**config.mk**
```make
export PLATFORM = sky130hd
export DESIGN_NAME = busca_instrucao_flat
export DESIGN_NICKNAME = d
export VERILOG_FILES = /design/src/rtl/nrisc_pkg.sv /design/src/rtl/busca_instrucao_if.sv /design/src/rtl/busca_instrucao_contador_saturado.sv /design/src/rtl/busca_instrucao.sv /design/src/flat_wrapper.sv
export SDC_FILE = /design/constraint.sdc
export NUM_CORES = 1
export LEC_CHECK = 0
export ABC_AREA = 0
export CORE_UTILIZATION = 45
export CTS_CLUSTER_SIZE = 28
export DETAILED_ROUTE_END_ITERATION = 8
export GPL_TIMING_DRIVEN = 0
export HOLD_SLACK_MARGIN = 0.02
export PLACE_DENSITY = 0.72
export SYNTH_ARGS = -nofsm -noshare
export SYNTH_HDL_FRONTEND = slang
export SYNTH_HIERARCHICAL = 1
export SYNTH_SLANG_ARGS = --single-unit
```
**constraint.sdc**
```tcl
create_clock -name clock -period 2.8 [get_ports clock]
set_clock_uncertainty 0.1 [all_clocks]
set_input_delay 0.56 -clock clock [delete_from_list [all_inputs] [get_ports clock]]
set_output_delay 0.56 -clock clock [all_outputs]
set_load 0.05 [all_outputs]
```
**src/rtl/nrisc_pkg.sv**
```systemverilog
// Shared nRISC constants: fetch FSM encoding, address width, program defaults.
// No logic; pure declarations.
// Imported by the fetch stage and its counter so every block agrees on widths.
package nrisc_pkg;

  // Address/PC width, matches bancoInstrucoes endereco
  localparam int LARGURA = 8;

  // Defaults shared with bancoInstrucoes: program size and boot address
  localparam int NUM_INSTR_PADRAO = 11;
  localparam int END_RESET_PADRAO = 0;

  // Fetch FSM encoding, kept as plain constants for legacy compatibility
  typedef logic [1:0] estado_t;
  localparam logic [1:0] INICIO = 2'd0;
  localparam logic [1:0] BUSCA  = 2'd1;
  localparam logic [1:0] FIM    = 2'd2;

endpackage

```
**src/rtl/busca_instrucao_if.sv**
```systemverilog
// Fetch <-> decoder bundle: stall/redirect in, address and fetch status out.
// Wires only, no latency.
// stall holds the current word; desvio redirects fetch with no bubble.
interface busca_instrucao_if #(
  parameter int LARGURA = nrisc_pkg::LARGURA
) ();

  logic               stall;
  logic               desvio;
  logic [LARGURA-1:0] desvio_alvo;
  logic [LARGURA-1:0] endereco;
  logic [LARGURA-1:0] pc_inst;
  logic               inst_valida;
  logic               fim;
  logic [LARGURA-1:0] contagem;

  // Fetch stage side
  modport master (
    input  stall, desvio, desvio_alvo,
    output endereco, pc_inst, inst_valida, fim, contagem
  );

  // Decoder side
  modport slave (
    output stall, desvio, desvio_alvo,
    input  endereco, pc_inst, inst_valida, fim, contagem
  );

endinterface

```
**src/rtl/busca_instrucao_contador_saturado.sv**
```systemverilog
// Saturating up-counter with enable and synchronous active-low reset.
// Value updates one edge after habilita is sampled.
// Never wraps: sticks at all-ones once reached.
module contador_saturado #(
  parameter int LARGURA = 8
) (
  input  logic               clock,
  input  logic               reset,
  input  logic               habilita,
  output logic [LARGURA-1:0] valor
);

  localparam logic [LARGURA-1:0] UM = 1;

  // Count enabled edges, holding at the maximum value
  always_ff @(posedge clock) begin
    if (!reset) begin
      valor <= '0;
    end else if (habilita && (valor != '1)) begin
      valor <= valor + UM;
    end
  end

endmodule

```
**src/rtl/busca_instrucao.sv**
```systemverilog
// Fetch stage: owns the PC, drives bancoInstrucoes endereco, tracks the word on its output.
// Word at address A appears with pc_inst==A one cycle after endereco==A is sampled.
// stall re-reads pc_inst so the bank output holds; desvio beats stall and costs no bubble.
module busca_instrucao #(
  parameter int LARGURA   = nrisc_pkg::LARGURA,
  parameter int END_RESET = nrisc_pkg::END_RESET_PADRAO,
  parameter int NUM_INSTR = nrisc_pkg::NUM_INSTR_PADRAO
) (
  input  logic              clock,
  input  logic              reset,
  busca_instrucao_if.master bus
);

  import nrisc_pkg::*;

  // PC is one bit wider than the address so it can sit at NUM_INSTR without wrapping
  localparam logic [LARGURA:0]   LIMITE     = (LARGURA+1)'(NUM_INSTR);
  localparam logic [LARGURA:0]   PC_INICIAL = (LARGURA+1)'(END_RESET);
  localparam logic [LARGURA:0]   UM         = 1;

  estado_t            estado;
  logic [LARGURA:0]   pc;
  logic [LARGURA-1:0] pc_inst;
  logic               inst_valida;
  logic               fim;
  logic [LARGURA-1:0] prox;
  logic [LARGURA:0]   prox_inc;
  logic               aceita;
  logic [LARGURA-1:0] contagem;

  // Address mux: redirect target, re-read of the held word, or the sequential PC
  always_comb begin
    prox = pc[LARGURA-1:0];
    if ((estado == BUSCA) && bus.desvio) begin
      prox = bus.desvio_alvo;
    end else if (((estado == BUSCA) && bus.stall) || (estado == FIM)) begin
      prox = pc_inst;
    end
    prox_inc = {1'b0, prox} + UM;
  end

  // A valid word leaves on any non-stalled edge, and a taken branch always counts
  assign aceita = inst_valida && (bus.desvio || !bus.stall);

  // PC / fetch-status registers and FSM
  always_ff @(posedge clock) begin
    if (!reset) begin
      pc          <= PC_INICIAL;
      pc_inst     <= PC_INICIAL[LARGURA-1:0];
      inst_valida <= 1'b0;
      fim         <= 1'b0;
      estado      <= INICIO;
    end else begin
      case (estado)
        INICIO: begin
          if (PC_INICIAL >= LIMITE) begin
            inst_valida <= 1'b0;
            fim         <= 1'b1;
            estado      <= FIM;
          end else begin
            pc_inst     <= prox;
            pc          <= prox_inc;
            inst_valida <= 1'b1;
            estado      <= BUSCA;
          end
        end
        BUSCA: begin
          if (bus.desvio) begin
            if ({1'b0, bus.desvio_alvo} < LIMITE) begin
              pc_inst     <= prox;
              pc          <= prox_inc;
              inst_valida <= 1'b1;
            end else begin
              inst_valida <= 1'b0;
              fim         <= 1'b1;
              estado      <= FIM;
            end
          end else if (!bus.stall) begin
            if (pc < LIMITE) begin
              pc_inst <= prox;
              pc      <= prox_inc;
            end else begin
              inst_valida <= 1'b0;
              fim         <= 1'b1;
              estado      <= FIM;
            end
          end
        end
        default: begin
          // Terminal state (unused encodings fold into it); only reset leaves
          inst_valida <= 1'b0;
          fim         <= 1'b1;
          estado      <= FIM;
        end
      endcase
    end
  end

  contador_saturado #(
    .LARGURA (LARGURA)
  ) u_contador (
    .clock    (clock),
    .reset    (reset),
    .habilita (aceita),
    .valor    (contagem)
  );

  assign bus.endereco    = prox;
  assign bus.pc_inst     = pc_inst;
  assign bus.inst_valida = inst_valida;
  assign bus.fim         = fim;
  assign bus.contagem    = contagem;

endmodule

```
**src/flat_wrapper.sv**
```systemverilog
// flat-port wrapper written by rule: the top's interface ports become plain ports
module busca_instrucao_flat import nrisc_pkg::*;
#(
  parameter int LARGURA   = nrisc_pkg::LARGURA,
  parameter int END_RESET = nrisc_pkg::END_RESET_PADRAO,
  parameter int NUM_INSTR = nrisc_pkg::NUM_INSTR_PADRAO
)
  (clock, reset, bus_stall, bus_desvio, bus_desvio_alvo, bus_endereco, bus_pc_inst, bus_inst_valida, bus_fim, bus_contagem);
  busca_instrucao_if #(.LARGURA(LARGURA)) bus_i ();
  input  logic clock;
  input  logic reset;
  input wire logic [$bits(bus_i.stall)-1:0] bus_stall;
  input wire logic [$bits(bus_i.desvio)-1:0] bus_desvio;
  input wire logic [$bits(bus_i.desvio_alvo)-1:0] bus_desvio_alvo;
  output wire logic [$bits(bus_i.endereco)-1:0] bus_endereco;
  output wire logic [$bits(bus_i.pc_inst)-1:0] bus_pc_inst;
  output wire logic [$bits(bus_i.inst_valida)-1:0] bus_inst_valida;
  output wire logic [$bits(bus_i.fim)-1:0] bus_fim;
  output wire logic [$bits(bus_i.contagem)-1:0] bus_contagem;
  assign bus_i.stall = bus_stall;
  assign bus_i.desvio = bus_desvio;
  assign bus_i.desvio_alvo = bus_desvio_alvo;
  assign bus_endereco = bus_i.endereco;
  assign bus_pc_inst = bus_i.pc_inst;
  assign bus_inst_valida = bus_i.inst_valida;
  assign bus_fim = bus_i.fim;
  assign bus_contagem = bus_i.contagem;
  busca_instrucao #(.LARGURA(LARGURA), .END_RESET(END_RESET), .NUM_INSTR(NUM_INSTR)) u_core (.clock(clock), .reset(reset), .bus(bus_i));
endmodule
```
# Word level (Yosys, flattened, before mapping)
# Index checks and enable logic that the tools add are counted.
totals:
  reg_bits: 29
  romBits: 0
  input_bits: 12
  ramBits: 0
  n_memories: 0
  latch_bits: 0
  elab_cells: 59
  out_inout_bits: 26
classes:
  bitwise_logic: 1
  n_mul: 0
  shift: 0
  addsub: 2
  n_reduce_logical: 13
  order_cmp: 2
  div_mod_pow: 0
  mux: 27
  n_eq_ne: 8
ops:
  columns: ["op", "count"]
  rows:
  - ["$mux 8", 6]
  - ["$mux 9", 4]
  - ["$pmux 9 s2", 1]
  - ["$pmux 8 s2", 1]
  - ["$ne 3x3->1 const B", 5]
  - ["$add 8x1->9 const B", 1]
  - ["$lt 9x4->1 const B", 1]
  - ["$add 8x1->8 const B", 1]
  - ["$lt 8x4->1 const B", 1]
  - ["$mux 1", 8]
  - ["$mux 2", 4]
  - ["$ne 8x8->1 const B", 1]
  - ["$reduce_and 4->1", 2]
  - ["$logic_and 1x1->1", 4]
  - ["$pmux 1 s2", 2]
  - ["$pmux 2 s2", 1]
  - ["$reduce_and 3->1", 1]
  - ["$eq 2x1->1 const B", 1]
  - ["$eq 2x2->1 const B", 1]
  - ["$logic_not 2->1", 1]
  - ["$logic_or 1x1->1", 2]
  - ["$reduce_and 2->1", 1]
  - ["$reduce_bool 2->1", 1]
  - ["$logic_not 1->1", 1]
  - ["$not 1->1", 1]

# Longest topological paths before layout
logic_depth:
  word_depth: 10
  ltp_mapped: 10
  ltp_nobuf: 8

# Modules after synthesis
# Netlist, hierarchy kept.
modules_own_cells:
  columns: ["module", "cells_each", "area_each_um2", "instances", "seq_area_each_um2"]
  rows:
  - ["busca_instrucao", 161, 1353.8, 1, 420.4]
  - ["contador_saturado", 47, 404.1, 1, 160.2]

# Worst setup path after synthesis
# No wires, ideal clock.
synth_timing:
  kind: "input-to-reg"
  startpoint: "in bus_desvio"
  endpoint: "reg u_core.pc[6]"
  setup_slack_ps: -846
  path_stages: 9
  arrival_time_ps: 3472
  setup_time_ps: 74
  required_time_ps: 2626
  path_buffers: 1
  cell_sequence: "buf_4 > o21bai_1 > a211oi_1 > o21ai_0 > ha_1 > nand2_1 > nor3_1 > nand3_1 > a31oi_1"
synth_between:
  elab_chain_cells: 7
  elab_cells_between_ends: 12
  cone_classes: "add/sub: 1; eq/ne: 3; mux: 6; reduce/logical: 2"
synth_rtl:
  columns: ["item", "line", "rtl"]
  rows:
  - ["from (decl)", "flat_wrapper.sv:13", "input wire logic [$bits(bus_i.desvio)-1:0] bus_desvio;"]
  - ["$logic_and 1x1->1 (*)", "busca_instrucao.sv:34", "if ((estado == BUSCA) && bus.desvio) begin"]
  - ["$mux 8 (*)", "busca_instrucao.sv:34", null]
  - ["named net bus_endereco[1]", "flat_wrapper.sv:15", "output wire logic [$bits(bus_i.endereco)-1:0] bus_endereco;"]
  - ["$add 8x1->9 (*)", "busca_instrucao.sv:39", "prox_inc = {1'b0, prox} + UM;"]
  - ["$mux 9", "busca_instrucao.sv:79", "if (pc < LIMITE) begin"]
  - ["$mux 9", "busca_instrucao.sv:78", "end else if (!bus.stall) begin"]
  - ["$mux 9", "busca_instrucao.sv:68", "if (bus.desvio) begin"]
  - ["$pmux 9 s2 (*)", "busca_instrucao.sv:54", "case (estado)"]
  - ["to (signal assigned)", "busca_instrucao.sv:62", "pc <= prox_inc;"]
  - ["to (signal assigned)", "busca_instrucao.sv:71", "pc <= prox_inc;"]
  - ["to (signal assigned)", "busca_instrucao.sv:81", "pc <= prox_inc;"]
  - ["to (decl)", "busca_instrucao.sv:22", "logic [LARGURA:0] pc;"]
# Mark *: on every way through the listed nets, which the timed path passes. The rest lies on a longest branch. The select of a mux whose other input is x is not followed.
# A chain may end at the register's enable or synchronous reset.

# Final worst setup path
layout_timing:
  startpoint: "in bus_stall"
  endpoint: "out bus_endereco[1]"
layout_between:
  elab_chain_cells: 4
layout_rtl:
  columns: ["item", "line", "rtl"]
  rows:
  - ["from (decl)", "flat_wrapper.sv:12", "input wire logic [$bits(bus_i.stall)-1:0] bus_stall;"]
  - ["$logic_and 1x1->1", "busca_instrucao.sv:36", "end else if (((estado == BUSCA) && bus.stall) || (estado == FIM)) begin"]
  - ["$logic_or 1x1->1", "busca_instrucao.sv:36", null]
  - ["$mux 8", "busca_instrucao.sv:36", null]
  - ["$mux 8", "busca_instrucao.sv:34", null]
  - ["to (decl)", "flat_wrapper.sv:15", null]
# Every way passes these cells.

==> impl_metrics.csv <==
group,metric,value,unit
die,core_region,3720,sq um
sta,timing.slew.headroom,66.7,%
place,place.port_buffers,37,
die,core.rowCount,22,
clocking,worstSkewPairLatency,0.28,ns
routing,drt_wirelength,4.71,mm
worst_setup_path,timing.critical_path.slowest_cell_delay,0.42,ns
sta,period_minus_slack,2.71,ns
routing,number_of_iterations_in_the_first_detailed_routing_pass,4,
final_layout,synthToLayoutAreaGrowth,37.1,%
grt,antenna_found_initial,0,
final_layout,layout_common_cells,"sky130_fd_sc_hd__dfxtp_1 (29), sky130_fd_sc_hd__clkdlybuf4s50_1 (27), sky130_fd_sc_hd__nand2_1 (22)",
flow_run,cap_viol_max_count,0,
synthesis,synth_area_per_cell,8.45,sq um
synthesis,ys_warn_count,6,
worst_setup_path,start_kind,"input port",
synthesis,postSynth.topFlopCell,"sky130_fd_sc_hd__dfxtp_1",
hold_path,hold_path_startpoint,"u_core/bus.fim",
sta,final_setup_vio_count,0,
clocking,clk_transition_reported_paths,0.06,ns
die,die-area,4160,sq um
clocking,htree_num_levels,2,
synthesis,synth-edff-count,0,
synthesis,synthCells,208,
clocking,cts_made_buffers,5,
sta,clock.fmax,369,MHz
die,floorplan.die.height,64.5,um
worst_setup_path,timing.rr.start,"u_core/pc[6]",
grt,grt-ovfl-total,0,
synthesis,synth_async_sr_flop_share,0,%
grt,first_global_vias,1615,
grt,grt_use_total,23.6,%
routing,met3RoutedLength,217,um
grt,global_route_wire_length_before_repair,7.62,mm
sta,final_max_slew_violation_count,0,
routing,route.antenna.remaining_nets,0,
routing,starting_drt_drc_count,147,
synthesis,synth_nets,222,
routing,maxUsedRoutingLayer,"met4",
grt,maximum_number_of_pins_on_one_net_before_global_route_repair,12,
clocking,clock_path_buffers,2,
worst_setup_path,type_of_element_capturing_the_critical_path,"output port",
die,floorplan.initialDensity,47.3,%
routing,routed_via_count_divided_by_cell_count,5.78,
die,boundaryPins,38,
synthesis,synth.cell_area,1760,sq um
synthesis,yosysUniqueCellTypes,55,
worst_setup_path,required_time_of_the_worst_setup_path,2.14,ns
power_and_ir_drop,power.density,739,nW/um^2
clocking,tritoncts_num_sinks,29,
synthesis,seq_area_frac_synth,33.0,%
place,placed_area,2200,sq um
routing,routedLengthMet1,2.23,mm
sta,final.period_utilization,96.8,%
place,gpl.final_weighted_congestion,0.861,
worst_setup_path,worstSetupPathType,"input port to output port",
final_layout,utilization,64.8,%
routing,via_count,1774,
sta,timing_hold_violations_final,0,
power_and_ir_drop,static-leakage-power,0.000947,uW
power_and_ir_drop,vdd_ir_drop_max,0.462,mV
clocking,tritoncts_clock_tree,"done",
final_layout,layout_cell_share_with_drive_strength_beyond_1,20.8,%
status,run_status,"completed",
synthesis,synth-seq-cells,29,
worst_setup_path,worst_setup_sp,"bus_stall",
place,dpl_cells,293,
routing,drt_drc,0,
place,dp_hpwl,3.31,mm
routing,wl_per_cell,15.3,um
sta,timing_worst_slew_pin_value,0.497,ns
hold_path,class_of_the_worst_hold_path,"flop to flop",
worst_setup_path,critPathSlowestCell,"sky130_fd_sc_hd__nor4bb_2",
sta,grt_setup_unrepaired,"true",
sta,final_layout_setup_total_negative_slack,0,ns
final_layout,fin_area,2410,sq um
worst_setup_path,crit_path_max_fanout,8,
final_layout,nNetsFinal,272,
worst_setup_path,crit_arrival,2.05,ns
clocking,cts_root_buf,"sky130_fd_sc_hd__clkbuf_8",
final_layout,antenna_cells,0,
routing,wl_met2,2.17,mm
final_layout,n_fill_cell,341,
die,chipWidth,64.5,um
final_layout,most_frequent_standard_cell_in_the_layout_excluding_fill_and_tap_cells,"sky130_fd_sc_hd__dfxtp_1",
final_layout,final-instance-count-excl-fill,307,
worst_setup_path,path_cells,"dlygate4sd2_1 -> nor4bb_2 -> a211oi_2 -> o21ai_4 -> clkdlybuf4s18_2",
## cell families (layout without fill, tap and decap cells)
| family | after synthesis | in the layout | share of synthesized area (%) |
|---|---|---|---|
| AO/OA/AOI/OAI | 70 | 70 | 28.4 |
| XOR/XNOR | 4 | 4 | 1.99 |
| adder cells (fa/ha/maj) | 2 | 2 | 1.42 |
| buffers and inverters | 18 | 69 | 4.77 |
| flip-flops | 29 | 29 | 33.0 |
| multiplexers | 13 | 13 | 7.69 |
| AND/OR/NAND/NOR | 72 | 72 | 22.7 |
## critical path, delay by kind of cell
kind / cells / cell delay (ns)
AO/OA/AOI/OAI: 2 / 0.31
AND/OR/NAND/NOR: 1 / 0.42
buffers and inverters: 2 / 0.77
## synth_stat cells (3+ instances only)
cell type	count	share of area, %
sky130_fd_sc_hd__mux2i_1	9	5.1
sky130_fd_sc_hd__o21bai_1	3	1.3
sky130_fd_sc_hd__nand3_1	7	2.0
sky130_fd_sc_hd__nor3_1	5	1.4
sky130_fd_sc_hd__o211a_1	3	1.7
sky130_fd_sc_hd__dfxtp_1	29	33
sky130_fd_sc_hd__mux2_2	4	2.6
sky130_fd_sc_hd__inv_1	8	1.7
sky130_fd_sc_hd__a211oi_1	5	2.1
sky130_fd_sc_hd__xnor2_1	3	1.5
sky130_fd_sc_hd__nor2b_1	14	5.0
sky130_fd_sc_hd__clkbuf_1	4	0.85
sky130_fd_sc_hd__buf_2	4	1.1
sky130_fd_sc_hd__o21ai_0	8	2.3
sky130_fd_sc_hd__nor2_1	4	0.85
sky130_fd_sc_hd__a21oi_1	17	4.8
sky130_fd_sc_hd__nand2_1	22	4.7
sky130_fd_sc_hd__a21boi_0	5	2.1
sky130_fd_sc_hd__a31oi_1	3	1.1
## state kept, by name, summed over array words and instances, names as in the netlist
| name | cells |
|---|---|
| u_core/pc | 9 |
| u_core/bus.pc_inst | 8 |
| u_core/u_contador/valor | 8 |
| u_core/estado | 2 |
| u_core/bus.fim | 1 |
| u_core/bus.inst_valida | 1 |
## final timing paths
| kind | end | cells after the start | slack (ns) |
|---|---|---|---|
| hold reg to reg | u_core/bus.fim | 2 | 0.36 |
| setup reg to reg | u_core/pc[5] | 7 | 0.23 |
| hold / removal | u_core/bus.fim | 2 | 0.36 |
| setup / recovery | bus_endereco[1] | 5 | 0.09 |
## layer usage
layer | global-route usage (%) | vias to the layer above
met5 | 0 | -
met2 | 38.2 | 49
li1 | - | 879
met3 | 4.58 | 9
met4 | 10.6 | 0
met1 | 30.3 | 837
## report_power, final
part / leakage [uW] / switching (uW) / internal, uW / total [uW]
registers: 0.000238 / 67.1 / 476 / 543
clock network: 0.0000542 / 162 / 222 / 384
logic: 0.000655 / 525 / 328 / 853
## cell type report
cell class	count	area (sq um)	share of cell area, %
multi-input cells	161	1170	48.5
inverters	8	30.0	1.25
clock buffers	7	96.3	4.00
clock inverters	1	5.00	0.208
plain buffers	9	60.1	2.49
repair buffers	44	409	17.0
flip-flops and latches	29	581	24.1
well taps	48	60.1	2.49
## per-stage QoR
step | worst slack (ns) | hold WS [ns] | total power (uW)
after global routing | -0.00147 | 0.399 | 1870
after floorplan | 0.0371 | 0.365 | 1120
after detailed placement | -0.936 | 0.352 | 1350
after global placement | -0.951 | 0.349 | 1340
after CTS | 0.0317 | 0.362 | 1770
final | 0.0898 | 0.355 | 1780
## what timing repair did
item	4_1_cts	5_1_grt
hold buffers	0	0
endpoints found under the hold margin	0	0
pin swaps	3	2
gates resized for setup	56	9
endpoints found under the setup margin	13	7
buffers inserted	7	0
(Power assumes the default switching activity.)
==> edit: new RTL, same flow settings <==
`LARGURA` is set to 8 in 2 places; all go to 9.
--- a/src/rtl/nrisc_pkg.sv
+++ b/src/rtl/nrisc_pkg.sv
@@ -5,5 +5,5 @@
 
   // Address/PC width, matches bancoInstrucoes endereco
-  localparam int LARGURA = 8;
+  localparam int LARGURA = 9;
 
   // Defaults shared with bancoInstrucoes: program size and boot address
--- a/src/rtl/busca_instrucao_contador_saturado.sv
+++ b/src/rtl/busca_instrucao_contador_saturado.sv
@@ -3,5 +3,5 @@
 // Never wraps: sticks at all-ones once reached.
 module contador_saturado #(
-  parameter int LARGURA = 8
+  parameter int LARGURA = 9
 ) (
   input  logic               clock,
Ports: changed (resized bus_contagem, bus_desvio_alvo, bus_endereco and bus_pc_inst); port bits go from 38 to 42. No check against the original RTL was run, so the function may have changed too.
==> edit against the original RTL <==
- sequential cell count rose by 3
- sequential power rose by 9.6%
- worst setup slack got worse by 0.063 ns
- total power rose by 8.2%
- area after synthesis rose by 6.4%
- non-clock buffer count rose by 10
- design area rose by 9.3%
- worst hold slack improved by 0.018 ns
- wire length rose by 21%
==> edit: results (changes against the original RTL) <==
[global_route]
grtUsageTotal_pct = 26.87  ; +3.2 points
grt_start_max_net_pins = 11  ; -1
grt_first_pass_wirelength_mm = 8.645  ; +13%
grt_pass1_vias = 1706  ; +5.6%
antenna_found_initial = 0  ; unchanged
grt-ovfl-total = 0  ; unchanged

[finish]
drive_above_1_share_pct = 22.06  ; +1.2 points
num_antenna_cells = 0  ; unchanged
finalNetCount = 297  ; +9.2%
reg.largest.list = u_core/pc x10, u_core/bus.pc_inst x9, u_core/u_contador/valor x9

[yosys]
synth_nets = 237  ; +6.8%
synth.area.mux_share_pct = 8.161  ; +0.47 points
synth_area_leaders = dfxtp_1, mux2i_1, nor2_1
async_reset_ff_share_pct = 0  ; unchanged
synth_xor_xnor_area_share_pct = 3.746  ; +1.8 points
yosys.cell_types.count = 56  ; +1.8%
seq_area_frac_synth_pct = 34.25  ; +1.2 points
synth_compound_area_share_pct = 24.08  ; -4.3 points
ys_warn_count = 6  ; unchanged
synth_top_area_share_pct = 34.25  ; +1.2 points
synth_fa_ha_area_share_pct = 2.007  ; +0.58 points
synth_commonest_cells = dfxtp_1, nor2_1, nand2_1

[critical_path]
crit_path_top_delay_cell = clkdlybuf4s50_1
slowest_delay_ns = 0.50  ; +0.08 ns
arrival_ns = 2.11  ; +0.06 ns
path_max_fanout = 10  ; +2

[clock_network]
clock-root-buffer = clkbuf_8
cts_made_buffers = 5  ; unchanged
clock_path_buffers = 2  ; unchanged
clk_latency_ns = 0.29
clk_pin_slew_ns = 0.06  ; about the same
cts_max_level = 2  ; unchanged

[placement]
gp_congestion = 0.9265  ; +7.7%
dp_hpwl_mm = 3.774  ; +14%
io_buffer_count = 41  ; +11%

[detailed_routing]
drt_iter0_drc = 147  ; unchanged
avgRoutedWirePerCell_um = 17.21  ; +12%
vias = 1945  ; +9.6%
ant_nets = 0  ; unchanged
drt-pass1-iter-count = 6  ; +2

[min_path]
hold_path_class = register to register

[outcome]
status = completed

[sta]
maxSlewHeadroom_pct = 61.69  ; -5.0 points

[pwr]
peakVddDrop_mv = 0.4925  ; +6.5%
leakage_nw = 1.051  ; +11%

==> edit: cell count changes in the layout (fill, tap and decap cells not counted), moves of 3 or more <==
cell	delta
nand3b_1	+3
nand2_1	-7
buf_4	+7
a31oi_1	-3
clkdlybuf4s50_1	+4
nor2_1	+25
nor2b_1	-10
a21oi_1	-3
mux2i_1	+4
a21boi_0	-4
dfxtp_1	+3
o211a_1	-3
xor2_1	+3
==> edit: routing by layer <==
metal | vias up | wire (um) | track usage [%]
li1 | 937 | - | -
met1 | 890 | 2529 | 37.24
met2 | 102 | 2573 | 40.82
met3 | 16 | 470 | 6.336
met4 | 0 | 122 | 8.245
met5 | - | 0 | 0
==> edit: power breakdown <==
part	internal [W]	switching, W	total, W	leakage (nW)
clock	0.000219	0.000168	0.000387	0.0503
sequential	0.000519	0.0000763	0.000595	0.263
combinational	0.000367	0.000577	0.000944	0.738
total	0.00110	0.000821	0.00193	1.05
==> edit: layout make-up <==
type	instances	area (um2)
Sequential cell	32	640.6
Multi-Input combinational cell	172	1252
Inverter	7	26.28
Buffer	10	82.58
Clock buffer	7	96.34
Timing Repair Buffer	53	474.2
Tap cell	50	62.56
Fill cell	324	1365
==> edit: cells by family after synthesis <==
family	Yosys count
DFF	32
adders and majority gates	3
muxes	15
and+or+nand+nor	85
AOI/OAI and AO/OA	61
buffers and inverters	17
xor gates and xnor gates	8
==> edit: final timing paths <==
check / startpoint / cells after the start / slack, ns / endpoint
max: bus_stall / 7 / 0.03 / bus_endereco[1]
min: u_core/bus.fim / 1 / 0.37 / u_core/bus.fim
max reg2reg: u_core/estado[0] / 10 / 0.20 / u_core/pc[6]
min reg2reg: u_core/bus.fim / 1 / 0.37 / u_core/bus.fim
==> edit: critical path: cells and delay by family <==
kind | cells | cell delay, ns
compound gates | 2 | 0.43
buf+inv | 4 | 1.03
simple gates | 1 | 0.09
==> edit: stage by stage <==
stage	std cells	setup WS (ns)	hold slack [ns]	TNS [ns]	cell area (um2)
global route	331	-0.02050	0.3927	-0.02676	2635
detailed placement	312	-1.022	0.3566	-12.04	2390
CTS	329	-0.002827	0.3724	-0.002827	2585
global placement	312	-1.011	0.3510	-11.64	2390
floorplan	221	-0.03804	0.3832	-0.03804	1917
finish	331	0.02699	0.3735	0	2635
==> edit: repair_timing <==
action	in CTS	in global routing
hold buffers	0	0
pin swaps	6	5
setup endpoints to repair	12	23
setup buffers	10	2
resized for setup	66	8
